==> config.mk <==
export PLATFORM = sky130hd
export DESIGN_NAME = qrs_search
export DESIGN_NICKNAME = d
export VERILOG_FILES = /design/src/rtl/alg_pkg.sv /design/src/rtl/peak_tracker.sv /design/src/rtl/qrs_search.sv
export SDC_FILE = /design/constraint.sdc
export NUM_CORES = 1
export LEC_CHECK = 0
export CAP_MARGIN = 20
export CORE_AREA = 4 4 82 84
export CTS_CLUSTER_SIZE = 30
export DETAILED_ROUTE_END_ITERATION = 16
export DIE_AREA = 0 0 86 88
export GPL_ROUTABILITY_DRIVEN = 0
export GPL_TIMING_DRIVEN = 0
export MAX_ROUTING_LAYER = met4
export PLACE_DENSITY = 0.84
export SETUP_SLACK_MARGIN = 0.1
export SLEW_MARGIN = 20
export SYNTH_ARGS = -nofsm -noshare
export SYNTH_HDL_FRONTEND = slang
export SYNTH_SLANG_ARGS = --single-unit
==> constraint.sdc <==
create_clock -name i_clk -period 3.2 [get_ports i_clk]
set_input_delay 0.64 -clock i_clk [delete_from_list [all_inputs] [get_ports i_clk]]
set_output_delay 0.64 -clock i_clk [all_outputs]
set_load 0.05 [all_outputs]
==> src/rtl/alg_pkg.sv <==
// Shared types and default widths for the ECG algorithm blocks.
package alg_pkg;

  localparam int DATA_WIDTH = 11;
  localparam int CTR_WIDTH  = 24;

  typedef enum logic [2:0] {
    IDLE    = 3'd0,
    TRACK   = 3'd1,
    ARMED   = 3'd2,
    SEARCH  = 3'd3,
    REPORT  = 3'd4,
    REFRACT = 3'd5
  } qrs_search_state_t;

  // Larger of two ints, used when sizing window counters.
  function automatic int max_int(input int a, input int b);
    return (a > b) ? a : b;
  endfunction

endpackage

==> src/rtl/peak_tracker.sv <==
// Running-maximum register with an optional location tag.
// load overwrites unconditionally; cmp overwrites only on a strictly larger
// sample so the earliest of several equal peaks keeps its location.
module peak_tracker #(
  parameter int DATA_WIDTH = 11,
  parameter int CTR_WIDTH  = 24
) (
  input  logic                  clk,
  input  logic                  rst,
  input  logic                  load,
  input  logic                  cmp,
  input  logic                  with_ctr,
  input  logic [DATA_WIDTH-1:0] sample,
  input  logic [CTR_WIDTH-1:0]  ctr,
  output logic [DATA_WIDTH-1:0] max_val,
  output logic [CTR_WIDTH-1:0]  peak_ctr
);

  logic greater;
  logic take;

  assign greater = (sample > max_val);
  assign take    = load | (cmp & greater);

  // Capture the sample (and optionally its index) when loaded or exceeded.
  always_ff @(posedge clk or posedge rst) begin
    if (rst) begin
      max_val  <= '0;
      peak_ctr <= '0;
    end else if (take) begin
      max_val <= sample;
      if (with_ctr) peak_ctr <= ctr;
    end
  end

endmodule

==> src/rtl/qrs_search.sv <==
// QRS peak search: tracks the abs-diff maximum, opens a fixed-length search
// window when the threshold is exceeded, reports the window's peak location
// with a one-cycle pulse, then ignores a refractory span of samples.
module qrs_search
  import alg_pkg::*;
#(
  parameter int DATA_WIDTH     = alg_pkg::DATA_WIDTH,
  parameter int CTR_WIDTH      = alg_pkg::CTR_WIDTH,
  parameter int SEARCH_LEN     = 20,
  parameter int REFRACTORY_LEN = 40
) (
  input  logic                  i_clk,
  input  logic                  i_rst,
  input  logic                  i_ce,
  input  logic [DATA_WIDTH-1:0] i_abs_diff,
  input  logic [CTR_WIDTH-1:0]  i_ctr,
  input  logic                  i_search_en,
  input  logic [DATA_WIDTH-1:0] i_threshold,
  output logic [DATA_WIDTH-1:0] o_abs_diff_short_max,
  output logic                  o_abs_diff_short_valid,
  output logic                  o_extremum_found,
  output logic [CTR_WIDTH-1:0]  o_extremum_ctr
);

  // Wide enough to hold either window length plus one, so it never wraps.
  localparam int CNT_W = $clog2(max_int(SEARCH_LEN, REFRACTORY_LEN) + 1);
  localparam logic [CNT_W-1:0] SEARCH_LAST  = CNT_W'(SEARCH_LEN - 1);
  localparam logic [CNT_W-1:0] REFRACT_LAST = CNT_W'(REFRACTORY_LEN - 1);

  qrs_search_state_t state, state_next;
  logic [CNT_W-1:0]  count, count_next;
  logic              load, cmp, with_ctr;
  logic              valid;
  logic              found;
  logic              trigger;

  assign trigger = i_search_en & i_ce & (i_abs_diff > i_threshold);

  peak_tracker #(
    .DATA_WIDTH (DATA_WIDTH),
    .CTR_WIDTH  (CTR_WIDTH)
  ) u_peak (
    .clk      (i_clk),
    .rst      (i_rst),
    .load     (load),
    .cmp      (cmp),
    .with_ctr (with_ctr),
    .sample   (i_abs_diff),
    .ctr      (i_ctr),
    .max_val  (o_abs_diff_short_max),
    .peak_ctr (o_extremum_ctr)
  );

  // State and window counter registers.
  always_ff @(posedge i_clk or posedge i_rst) begin
    if (i_rst) begin
      state <= IDLE;
      count <= '0;
    end else begin
      state <= state_next;
      count <= count_next;
    end
  end

  // Next-state, counter and tracker controls.
  always_comb begin
    state_next = state;
    count_next = count;
    load       = 1'b0;
    cmp        = 1'b0;
    with_ctr   = 1'b0;
    case (state)
      IDLE: begin
        if (i_ce) begin
          load       = 1'b1;
          state_next = TRACK;
        end
      end
      TRACK: begin
        cmp = i_ce;
        if (i_search_en) state_next = ARMED;
      end
      ARMED: begin
        if (!i_search_en) begin
          state_next = TRACK;
        end else if (trigger) begin
          load       = 1'b1;
          with_ctr   = 1'b1;
          count_next = CNT_W'(1);
          state_next = SEARCH;
        end
      end
      SEARCH: begin
        // search_en is deliberately ignored so an open window always completes.
        if (i_ce) begin
          cmp        = 1'b1;
          with_ctr   = 1'b1;
          count_next = count + 1'b1;
          if (count == SEARCH_LAST) state_next = REPORT;
        end
      end
      REPORT: begin
        count_next = '0;
        state_next = REFRACT;
      end
      REFRACT: begin
        if (i_ce) begin
          count_next = count + 1'b1;
          if (count == REFRACT_LAST)
            state_next = i_search_en ? ARMED : TRACK;
        end
      end
      default: state_next = IDLE;
    endcase
  end

  // Registered report pulse, high exactly while the FSM sits in REPORT.
  always_ff @(posedge i_clk or posedge i_rst) begin
    if (i_rst) found <= 1'b0;
    else       found <= (state_next == REPORT);
  end

  // Valid latches on the first captured sample and stays until reset.
  always_ff @(posedge i_clk or posedge i_rst) begin
    if (i_rst)                        valid <= 1'b0;
    else if (state == IDLE && i_ce)   valid <= 1'b1;
  end

  assign o_extremum_found       = found;
  assign o_abs_diff_short_valid = valid;

endmodule
# After elaboration in Yosys (flattened, before gate mapping)
# Index checks and enable logic that the tools add are counted.
[classes] n_addsub=1 magnitude_cmp=2 n_eq_ne=11 n_mux=20 n_bitwise=4 reduce_logical=6
[ops] operator="$mux W3" count=8
[ops] operator="$gt A11 B11 Y1" count=2
[ops] operator="$mux W6" count=3
[ops] operator="$pmux W3 S6" count=1
[ops] operator="$pmux W6 S3" count=1
[ops] operator="$eq A3 B3 Y1 const B" count=3
[ops] operator="$add A6 B1 Y6 const B" count=1
[ops] operator="$eq A3 B2 Y1 const B" count=2
[ops] operator="$eq A6 B5 Y1 const B" count=1
[ops] operator="$eq A6 B6 Y1 const B" count=1
[ops] operator="$pmux W1 S2" count=3
[ops] operator="$ne A2 B2 Y1 const B" count=2
[ops] operator="$reduce_and A4 Y1" count=1
[ops] operator="$and A1 B1 Y1" count=3
[ops] operator="$eq A3 B1 Y1 const B" count=1
[ops] operator="$logic_not A3 Y1" count=1
[ops] operator="$mux W1" count=3
[ops] operator="$reduce_bool A3 Y1" count=1
[ops] operator="$mux W2" count=1
[ops] operator="$ne A2 B1 Y1 const B" count=1
[ops] operator="$reduce_and A2 Y1" count=1
[ops] operator="$reduce_or A2 Y1" count=1
[ops] operator="$logic_and A1 B1 Y1" count=1
[ops] operator="$or A1 B1 Y1" count=1
[word_totals] regBits=46 out_inout_bits=37

# Longest topological paths before layout
# Gate-level depths: netlist of run 1.
[depth] word_depth=7 ltp_mapped=10

# Modules after synthesis
# From an unflattened synthesis of run 1, not the netlist that was laid out.
[unflattened] cells_unflattened=242 hier_area_um2=2817.7
[modules_own_cells] module="peak_tracker" instances=1 cells_each=117 area_per_inst_um2=1736.7
[modules_own_cells] module="qrs_search" instances=1 cells_each=125 area_per_inst_um2=1081.0

# Worst setup path after synthesis of run 1
# OpenSTA, ideal clock, no wires.
[synth_path] path_type="flip-flop to flip-flop" from="reg u_peak.max_val[7]" to="reg u_peak.peak_ctr[0]" t_arrival_ps=2517 required_ps=3075 setup_slack_ps=558 path_stages_with_launch=11 n_path_buf=2 path_cell_list="dfrtp_1 -> inv_1 -> ha_1 -> a21oi_1 -> nand2_1 -> a2111o_1 -> o21ai_0 -> o2bb2a_4 -> buf_6 -> buf_12 -> mux2_4"
[synth_via] elab_chain_len=4
[synth_rtl] element="start: declaration" line_no="peak_tracker.sv:15" rtl="output logic [DATA_WIDTH-1:0] max_val,"
[synth_rtl] element="start signal: assignment" line_no="peak_tracker.sv:31" rtl="max_val <= sample;"
[synth_rtl] element="$gt A11 B11 Y1" line_no="peak_tracker.sv:22" rtl="assign greater = (sample > max_val);"
[synth_rtl] element="$and A1 B1 Y1" line_no="peak_tracker.sv:23" rtl="assign take = load | (cmp & greater);"
[synth_rtl] element="$or A1 B1 Y1" line_no="peak_tracker.sv:23"
[synth_rtl] element="$reduce_and A2 Y1 (no source line)"
[synth_rtl] element="end signal: assignment" line_no="peak_tracker.sv:32" rtl="if (with_ctr) peak_ctr <= ctr;"
[synth_rtl] element="end: declaration" line_no="peak_tracker.sv:16" rtl="output logic [CTR_WIDTH-1:0] peak_ctr"
# Every way passes these cells.
# A chain may end at the register's enable or synchronous reset.

# Worst setup path after layout of run 1
[layout_path] from="in i_abs_diff[7]" to="reg u_peak.peak_ctr[16]"
[layout_via] elab_chain_len=7 elab_cells_between_ends=10 classes_between="2 x order compare; 4 x mux; 3 x bitwise; 1 x reduce/logical"
[layout_rtl] element="start: declaration" line_no="qrs_search.sv:15" rtl="input logic [DATA_WIDTH-1:0] i_abs_diff,"
[layout_rtl] element="$gt A11 B11 Y1" line_no="qrs_search.sv:37" rtl="assign trigger = i_search_en & i_ce & (i_abs_diff > i_threshold);"
[layout_rtl] element="$and A1 B1 Y1" line_no="qrs_search.sv:37"
[layout_rtl] element="$mux W1" line_no="qrs_search.sv:86" rtl="end else if (trigger) begin"
[layout_rtl] element="$mux W1" line_no="qrs_search.sv:84" rtl="if (!i_search_en) begin"
[layout_rtl] element="$pmux W1 S2" line_no="qrs_search.sv:72" rtl="case (state)"
[layout_rtl] element="$or A1 B1 Y1" line_no="peak_tracker.sv:23"
[layout_rtl] element="$reduce_and A2 Y1 (no source line) *"
# Mark *: on every way between the ends. The rest lies on a longest branch, timed or not.

==> results.md, run 1 <==
- Max Clk Rate: 0.338 GHz
- Internal Power: 0.00192 W
- Area Overhead vs Synth: 39.1%
- Sequential share of power: 0.283
- Worst r2r src: u_peak.max_val[7]
- Crit path launch type: primary input
- Sink of the worst hold path: o_abs_diff_short_valid
- Share of the synthesized area in the top cell type: 0.428
- Post-Syn Area per Cell: 11.5 um2
- Fin cells: 404
- WL final: 6200 um
- Die Wd: 86 um
- Largest net degree at the start of global routing: 25
- Top-level I/O count: 87
- Core Area: 0.00592 mm2
- HP Start: o_abs_diff_short_valid
- Sequential share of the synthesized area: 0.428
- Clock power frac: 0.093
- Asr flop ratio synth: 1.00
- Sw frac: 0.460
- Synth area leaders: dfrtp_1, mux2_4, ha_1, mux2_2, inv_1
- Vias: 2090
- Register bit total from synthesis: 46
- Hold depth: 1
- Cell row count: 28
- Drt pass-1 iters: 4
- Synth warn: 0
- I/O Buffers: 86
- Slew Limit Fails: 0
- WS Path Type: primary input to flip-flop
- Tcrit/Tclk final: 0.923
- FF-to-FF End: u_peak.peak_ctr[16]
- Hold buffers post-CTS: 0
- CTS tree: done
- Dominant cell type by area after synthesis: dfrtp_1
- Pwr dens: 952 mW/mm2
- Postcts setup bufs: 0
- Comb power frac: 0.624
- Global-route wire length before repair: 10100 um
- Wirelength per Cell: 15.3 um
- Detailed-route DRC error count: 0
- Htree depth: 2
- Post-synth top cells: dfrtp_1, inv_1, ha_1
- Ys flop type: dfrtp_1
- Fillers: 464
- Die area: 0.00757 mm2
- Layout cells sized above 1: 0.167
- Leak: 1.77 nW
- Ant. Diodes: 0
- Initial Util: 0.455
- Placed cells: 397
- Vias per cell: 5.17
- CP required: 3.38 ns
- Clock Sinks: 46
- Grt ovf: 0
- Initial antenna violation count: 0
- Die Ht: 88 um
- CP arrival: 3.14 ns
- Worst-Skew Late Latency: 0.30 ns
- Total CTS buffers: 5
- Clock Path Buffers: 2
- Synth Instances: 235
- Post-layout net count: 402
- GRT Total Usage: 0.176
- Worst setup EP type: flip-flop
- Max_cap viols: 0
- Cell Area, Synth: 0.00269 mm2
- Max-slew headroom: 0.641
- Routed Antenna Nets: 0
- Vias in the first global route: 2123
- Synth unique cells: 45
- Mapped Nets: 308
- Net Switching: 0.00164 W
- Setup Skew: 0.00774 ns
- Root buffer cell: clkbuf_8
- Most frequent cell after synthesis: dfrtp_1
- Clock Pin Slew Worst Setup and Hold Paths: 0.08 ns
- Crit-path max FO: 10
- Status: finished clean
- FF-to-FF setup slack: 0.69 ns
- Final setup viols: 0
- Final Hold Viols: 0
- Post-CTS Resized: 0
- Tmin final: 2.95 ns
- Post-DP HPWL: 4860 um
- Unrepaired setup endpoints after global routing: false
- Initial DRC count: 78
- Setup TNS: 0 ns
- Worst vdd ir: 0.000640 V
- Reg2reg path depth: 10
- EDFF count, synth: 0
- Hold Path Class: flip-flop to flip-flop
- Worst Tran Pin Value: 0.537 ns
flip-flops by register name, summed over array words and instances (netlist names):
signal and flops:
o_extremum_found 1, state 3, o_abs_diff_short_valid 1, u_peak.peak_ctr 24
u_peak.max_val 11, count 6
final cells by class:
cell class / count / area, um2 / share of cell area
Buffer: 8 / 83.8 / 0.0224
Clock buffer: 5 / 68.8 / 0.0184
Clock inverter: 2 / 10.0 / 0.00267
Inverter: 25 / 93.8 / 0.0251
Multi-Input combinational cell: 156 / 1360 / 0.364
Sequential cell: 46 / 1150 / 0.307
Tap cell: 75 / 93.8 / 0.0251
Timing Repair Buffer: 87 / 881 / 0.235
cells by family (layout without fill, tap and decap cells):
family,after synthesis,count (layout),share of synthesized area
compound gates,42,42,0.109
simple gates,53,53,0.105
fa+ha+maj,23,23,0.107
flops,46,46,0.428
buf+inv,33,127,0.0660
mux,38,38,0.185
power by group through the flow:
stage	clock [W]	combinational (W)	sequential [W]
after floorplan	0	0.000802	0.00175
after global placement	0	0.00218	0.00100
after detailed placement	0	0.00223	0.00102
after CTS	0.000352	0.00224	0.00101
after global routing	0.000374	0.00235	0.00104
final	0.000333	0.00222	0.00101
cells in the final DEF, fill, tap and decap left out, types with 3 or more instances in the layout:
cell,n
and3_1,3
dfrtp_1,46
nand2_1,11
clkbuf_8,5
a211o_1,3
ha_1,23
o21a_1,3
nand3_1,8
mux2_2,15
buf_12,3
nor3_1,3
nor2b_1,4
mux2i_1,3
mux2_4,20
inv_1,24
clkdlybuf4s50_1,86
a21oi_1,13
nand4_1,4
nor2_1,10
o21ai_0,5
worst max-delay path: stages:
cell and delay, ns:
clkdlybuf4s50_1 0.47, ha_1 0.35, a21oi_1 0.15, nand2_1 0.07, a2111o_1 0.40, o21ai_0 0.29, o2bb2a_4 0.17, buf_6 0.13
buf_12 0.15, mux2_4 0.31
metal layers:
metal	vias up	share of wire	track usage
met3	7	0.063	0.0395
met5	-	0	-
met2	66	0.48	0.291
met1	989	0.44	0.217
li1	1028	-	-
met4	0	0.012	0.0475
through the flow:
stage          utilization  total power, W  hold slack [ns]  area [um2]  setup slack (ns)
2_1_floorplan            -         0.00256            0.466        2690             0.558
3_3_place_gp         0.616         0.00319            0.443        3650           -0.0767
3_5_place_dp         0.619         0.00325            0.452        3670           -0.0616
4_1_cts              0.633         0.00360            0.471        3740             0.245
5_1_grt              0.633         0.00377            0.483        3740             0.160
6_report             0.633         0.00356            0.470        3740             0.245
worst max-delay path by stage:
stage                                      to  slack, ns              start
after floorplan            u_peak.peak_ctr[0]       0.56  u_peak.max_val[7]
after global placement    u_peak.peak_ctr[17]      -0.08      i_abs_diff[7]
after detailed placement  u_peak.peak_ctr[12]      -0.06      i_abs_diff[7]
after CTS                 u_peak.peak_ctr[16]       0.25      i_abs_diff[7]
after global routing      u_peak.peak_ctr[12]       0.16      i_abs_diff[7]
final                     u_peak.peak_ctr[16]       0.25      i_abs_diff[7]
Power figures use the tool's default switching activity.
==> run 2: changes to the inputs <==
--- a/config.mk
+++ b/config.mk
@@ -5,7 +5,7 @@
 export SDC_FILE = /design/constraint.sdc
 export NUM_CORES = 1
 export LEC_CHECK = 0
-export CAP_MARGIN = 20
+export ABC_AREA = 0
 export CORE_AREA = 4 4 82 84
 export CTS_CLUSTER_SIZE = 30
 export DETAILED_ROUTE_END_ITERATION = 16
==> results of run 2 <==
No change in the layout: final DEF, timing and power equal those of run 1.
==> run 3: changes to the inputs <==
--- a/config.mk
+++ b/config.mk
@@ -5,7 +5,6 @@
 export SDC_FILE = /design/constraint.sdc
 export NUM_CORES = 1
 export LEC_CHECK = 0
-export ABC_AREA = 0
 export CORE_AREA = 4 4 82 84
 export CTS_CLUSTER_SIZE = 30
 export DETAILED_ROUTE_END_ITERATION = 16
==> results of run 3 <==
No change in the layout: final DEF, timing and power equal those of run 1.
